## src/rtl/calc_key_entry.sv

```systemverilog
// Keypad front end for the calculator: decodes debounced key pulses, builds two
// decimal operands and an operator, and hands them to the ALU over valid/ready.
module calc_key_entry #(
  parameter int WIDTH      = 32,
  parameter int MAX_DIGITS = 8
) (
  input  logic             clk,
  input  logic             rst,
  input  logic [15:0]      key_pulse,
  input  logic             calc_ready,
  output logic             calc_valid,
  output logic [WIDTH-1:0] operand_a,
  output logic [WIDTH-1:0] operand_b,
  output logic [1:0]       op,
  output logic [WIDTH-1:0] disp_value,
  output logic             key_err
);

  localparam int CW = $clog2(MAX_DIGITS + 1);

  typedef enum logic [1:0] {S_A, S_OP, S_B, S_REQ} state_t;

  state_t           r_state, w_state_n;
  logic [WIDTH-1:0] r_a, r_b, r_disp, w_a_n, w_b_n, w_disp_n;
  logic [1:0]       r_op, w_op_n;
  logic [CW-1:0]    r_cnt, w_cnt_n;
  logic             r_valid, r_err, w_valid_n, w_err_n;

  logic [14:0]      w_low;
  logic             w_clr, w_multi, w_one, w_is_digit, w_is_op, w_is_eq;
  logic [3:0]       w_digit;
  logic [1:0]       w_opc;
  logic [WIDTH-1:0] w_base, w_acc;
  logic [CW-1:0]    w_acc_cnt;

  // Clear dominates; any two of the remaining keys in one cycle is a discard.
  assign w_clr      = key_pulse[15];
  assign w_low      = key_pulse[14:0];
  assign w_multi    = |(w_low & (w_low - 15'd1));
  assign w_one      = (|w_low) & ~w_multi & ~w_clr;
  assign w_is_digit = w_one & (|w_low[9:0]);
  assign w_is_op    = w_one & (|w_low[13:10]);
  assign w_is_eq    = w_one & w_low[14];

  always_comb begin
    w_digit = 4'd0;
    for (int i = 0; i < 10; i++)
      if (w_low[i]) w_digit = 4'(i);
    w_opc = 2'd0;
    for (int i = 0; i < 4; i++)
      if (w_low[10+i]) w_opc = 2'(i);
  end

  // Leading zeros are not significant, so they neither change the value nor use up a digit slot.
  assign w_base = (r_state == S_A) ? r_a : r_b;
  always_comb begin
    w_acc     = w_base;
    w_acc_cnt = r_cnt;
    if (r_cnt != CW'(MAX_DIGITS) && !(w_base == '0 && w_digit == 4'd0)) begin
      w_acc     = w_base * WIDTH'(10) + WIDTH'(w_digit);
      w_acc_cnt = r_cnt + CW'(1);
    end
  end

  always_comb begin
    w_state_n = r_state;
    w_a_n     = r_a;
    w_b_n     = r_b;
    w_op_n    = r_op;
    w_cnt_n   = r_cnt;
    w_valid_n = r_valid;
    w_err_n   = w_multi & ~w_clr;
    if (w_clr) begin
      w_state_n = S_A;
      w_a_n     = '0;
      w_b_n     = '0;
      w_op_n    = 2'd0;
      w_cnt_n   = '0;
      w_valid_n = 1'b0;
    end else begin
      case (r_state)
        S_A: begin
          if (w_is_digit) begin
            w_a_n   = w_acc;
            w_cnt_n = w_acc_cnt;
          end else if (w_is_op) begin
            w_op_n    = w_opc;
            w_cnt_n   = '0;
            w_state_n = S_OP;
          end
        end
        S_OP: begin
          if (w_is_op) begin
            w_op_n = w_opc;
          end else if (w_is_digit) begin
            w_b_n     = WIDTH'(w_digit);
            w_cnt_n   = CW'(w_digit != 4'd0);
            w_state_n = S_B;
          end
        end
        S_B: begin
          if (w_is_digit) begin
            w_b_n   = w_acc;
            w_cnt_n = w_acc_cnt;
          end else if (w_is_eq) begin
            w_valid_n = 1'b1;
            w_state_n = S_REQ;
          end
        end
        S_REQ: begin
          if (r_valid && calc_ready) begin
            w_valid_n = 1'b0;
            w_a_n     = '0;
            w_b_n     = '0;
            w_cnt_n   = '0;
            w_state_n = S_A;
          end
        end
        default: w_state_n = S_A;
      endcase
    end
    w_disp_n = (w_state_n == S_B || w_state_n == S_REQ) ? w_b_n : w_a_n;
  end

  always_ff @(posedge clk) begin
    if (rst) begin
      r_state <= S_A;
      r_a     <= '0;
      r_b     <= '0;
      r_op    <= 2'd0;
      r_cnt   <= '0;
      r_valid <= 1'b0;
      r_err   <= 1'b0;
      r_disp  <= '0;
    end else begin
      r_state <= w_state_n;
      r_a     <= w_a_n;
      r_b     <= w_b_n;
      r_op    <= w_op_n;
      r_cnt   <= w_cnt_n;
      r_valid <= w_valid_n;
      r_err   <= w_err_n;
      r_disp  <= w_disp_n;
    end
  end

  assign calc_valid = r_valid;
  assign operand_a  = r_a;
  assign operand_b  = r_b;
  assign op         = r_op;
  assign disp_value = r_disp;
  assign key_err    = r_err;

endmodule

```

## config.mk

```make
export PLATFORM = sky130hd
export DESIGN_NAME = calc_key_entry
export DESIGN_NICKNAME = d
export VERILOG_FILES = /design/src/rtl/calc_key_entry.sv
export SDC_FILE = /design/constraint.sdc
export NUM_CORES = 1
export LEC_CHECK = 0
export CAP_MARGIN = 25
export CORE_ASPECT_RATIO = 0.9
export CORE_UTILIZATION = 55
export DETAILED_ROUTE_END_ITERATION = 16
export PLACE_DENSITY = 0.81
export SLEW_MARGIN = 5
export SYNTH_ARGS = -nofsm -noshare
export SYNTH_HDL_FRONTEND = slang
export SYNTH_SLANG_ARGS = --single-unit
export TNS_END_PERCENT = 1
```

## constraint.sdc

```tcl
create_clock -name clk -period 8.21 [get_ports clk]
set_input_delay 1.2315 -clock clk [delete_from_list [all_inputs] [get_ports clk]]
set_output_delay 1.2315 -clock clk [all_outputs]
set_load 0.02 [all_outputs]
```

==> results.yml <==
run_status:
  status: "finished, final reports clean"
sta:
  fin_setup_tns_ns: 0
  maxSlewViolCount: 0
  hold_violations: 0
  slew_headroom_pct: 26.1
  rsz0062_at_grt: "false"
  skew_ns: 0.0141
  fmax_mhz: 165
  period_share_pct: 73.9
  setup_viol: 0
  holdWs_ns: 0.519
  period_needed_ns: 6.07
  worst_slew_pin_slew_ns: 1.10
power_and_ir_drop:
  irDropWorstVdd_v: 0.000102
  power_w: 0.00102
  power_density_mw_per_mm2: 105
  p_leak_nw: 3.71
setup_path:
  crit_slowest_cell: "ha_2"
  cp-start-kind: "register"
  crit_fanout: 25
  critical_path_arrival_ns: 6.34
  end_kind: "register"
  criticalPathCategory: "register to register"
  cp_data_required_time_ns: 8.48
  crit_chain: "inv_1 > ha_2 > buf_4 > mux2_2 > xnor2_1 > ha_1 > fa_1 > a211oi_2 > o211ai_1 > a211oi_1 > o41ai_1 > xor2_1 > nand3_1 > nor4b_2 > nand4_1 > a31oi_4 > a221oi_1 > nor4_2"
  slowest_delay_ns: 0.66
placed_design:
  hpwlAfterDp_um: 20500
  gp_congestion: 1.00
  postPlaceCellArea_mm2: 0.00940
  port-buffer-count: 118
route:
  viasPerCell: 6.64
  drtAntennaViolNets: 0
  wire_per_inst_um: 21.2
  drtIter0Drc: 1081
  vias: 8726
  dr.pass1.iters: 6
  wl_um: 27900
  drc: 0
clocking:
  cts-root-buf: "clkbuf_16"
  insertion_delay_ns: 0.36
  clock_sinks: 106
  post_cts_buffers: 0
  cts.clk_slew.worst_paths_ns: 0.08
  numCtsBuffers: 9
  cts_max_level: 3
  cts_tree: "done"
  cts_max_path_buffers: 2
  holdBufCountCts: 0
  cts.repair.resized: 0
floorplan:
  fp.dieH_um: 118
  die_w_um: 130
  dieArea_mm2: 0.0153
  ios: 119
  rows: 41
  start_util_pct: 57.3
  core_area_mm2: 0.0143
synthesis:
  synth_edf_count: 0
  ys_ff_latch: 106
  ys_warn_count: 0
  synth_area_per_cell_um2: 7.95
  syn_nets: 1092
  synth_area_mm2: 0.00817
  async_flop_share_pct: 0
  synthCells: 1027
  ys_seq_area_share_pct: 26.0
  ys.flop_type: "dfxtp_1"
  yosysUniqueCellTypes: 93
global_routing:
  grt_max_degree: 61
  grt_overflow: 0
  antenna_found_initial: 0
  grt_pass1_vias: 7999
  grt_use_total_pct: 36.5
  grt_pass1_wl_um: 43500
cells_and_area:
  drive_gt1_share_pct: 8.02
  diodes: 0
  area_growth_pct: 19.1
  final_cell_area_mm2: 0.00972
  nets: 1182
hold_path:
  holdCritPathClass: "register to register"
job:
  cap_violations: 0
==> per-stage QoR <==
| step | setup WS (ns) | util, % | cells |
|---|---|---|---|
| floorplan | 2.26 | - | 1027 |
| global route | 1.88 | 68.2 | 1315 |
| global placement | 2.19 | 65.6 | 1295 |
| detailed placement | 2.34 | 65.9 | 1298 |
| CTS | 2.34 | 68.2 | 1314 |
| finish | 2.14 | 68.2 | 1315 |
==> final timing paths <==
path	endpoint	from	cells after the start	slack [ns]
worst max register to register	disp_value[30]$_SDFF_PP0_	r_state[0]$_SDFF_PP0_	18	2.14
worst max-delay path	disp_value[30]$_SDFF_PP0_	r_state[0]$_SDFF_PP0_	18	2.14
worst min-delay path	calc_valid$_SDFFE_PP0P_	calc_valid$_SDFFE_PP0P_	2	0.52
worst min register to register	calc_valid$_SDFFE_PP0P_	calc_valid$_SDFFE_PP0P_	2	0.52
==> critical path, delay by kind of cell, from the launching register on <==
family                     cells  cell delay (ns)
xor gates and xnor gates       2             0.53
muxes                          1             0.44
and+or+nand+nor                4             1.17
DFF                            1             0.34
adders and majority gates      3             1.34
AOI/OAI and AO/OA              6             1.53
buffers and inverters          2             0.59
==> power breakdown <==
group	switching (W)	total, W	internal [W]
clock network	0.000221	0.000467	0.000245
registers	0.0000000737	0.000514	0.000514
logic	0.0000219	0.0000359	0.0000141
==> per-layer routing <==
metal / GRT usage (%) / share of wire, %
met1: 49.6 / 41
met5: 0 / 0
met3: 9.95 / 12
met2: 54.2 / 44
met4: 14.5 / 3.4
==> cell families after synthesis <==
| logic type | synth area share [%] |
|---|---|
| flops | 26.0 |
| mux | 6.94 |
| simple gates | 22.0 |
| compound gates | 25.7 |
| buf+inv | 4.70 |
| fa+ha+maj | 7.14 |
| xor+xnor | 7.51 |
==> layout make-up <==
class	count	area [um2]
clock buffers	9	225
clock inverters	7	90.1
fillers	1239	4540
inverters	25	93.8
multi-input cells	848	5680
flip-flops and latches	106	2120
well taps	193	241
repair buffers	127	1270
==> cell usage in the layout (no fill, tap or decap), types with 7 or more instances in the layout <==
cell and instances:
nand2_1 90, a31o_2 7, nand3_1 20, mux2_2 21
nor3_1 21, xnor2_1 26, o21ai_0 44, a21o_1 11
nor2_1 147, xor2_1 39, nand4_1 13, mux2i_1 33
a211oi_1 14, dfxtp_1 106, o211ai_1 19, nor2b_1 8
a21oi_1 88, nor4_1 18, clkbuf_16 9, inv_1 25
a31oi_1 9, clkdlybuf4s50_1 118, o22ai_1 7, a22oi_1 33
ha_1 44
==> sequential cells by signal, indices dropped and copies added (netlist names) <==
signal / cells
disp_value: 32
r_cnt: 4
op: 2
key_err: 1
operand_a: 32
r_state: 2
operand_b: 32
calc_valid: 1
==> synth_stat cells (6+ instances only) <==
library cell | n | area, um2
nand2_1 | 90 | 338
a21o_1 | 11 | 82.6
ha_1 | 45 | 563
clkbuf_1 | 28 | 105
mux2_2 | 21 | 236
a31o_2 | 7 | 61.3
and2_1 | 6 | 37.5
nand4_1 | 13 | 81.3
nor2_1 | 148 | 556
and3_1 | 6 | 37.5
nand2b_1 | 6 | 37.5
o22ai_1 | 7 | 43.8
dfxtp_1 | 106 | 2120
a31oi_1 | 10 | 62.6
o21ai_0 | 44 | 220
nand3_1 | 20 | 100
nor3_1 | 21 | 105
a22oi_1 | 33 | 248
xor2_1 | 39 | 342
a21oi_1 | 88 | 440
inv_1 | 25 | 93.8
o211ai_1 | 19 | 143
nor4_1 | 18 | 113
xnor2_1 | 26 | 228
or2_2 | 6 | 37.5
nor2b_1 | 8 | 50.1
buf_6 | 6 | 67.6
mux2i_1 | 33 | 330
a2bb2oi_1 | 6 | 52.6
a211oi_1 | 14 | 105
Note: power is estimated with default switching activity, not from simulation.
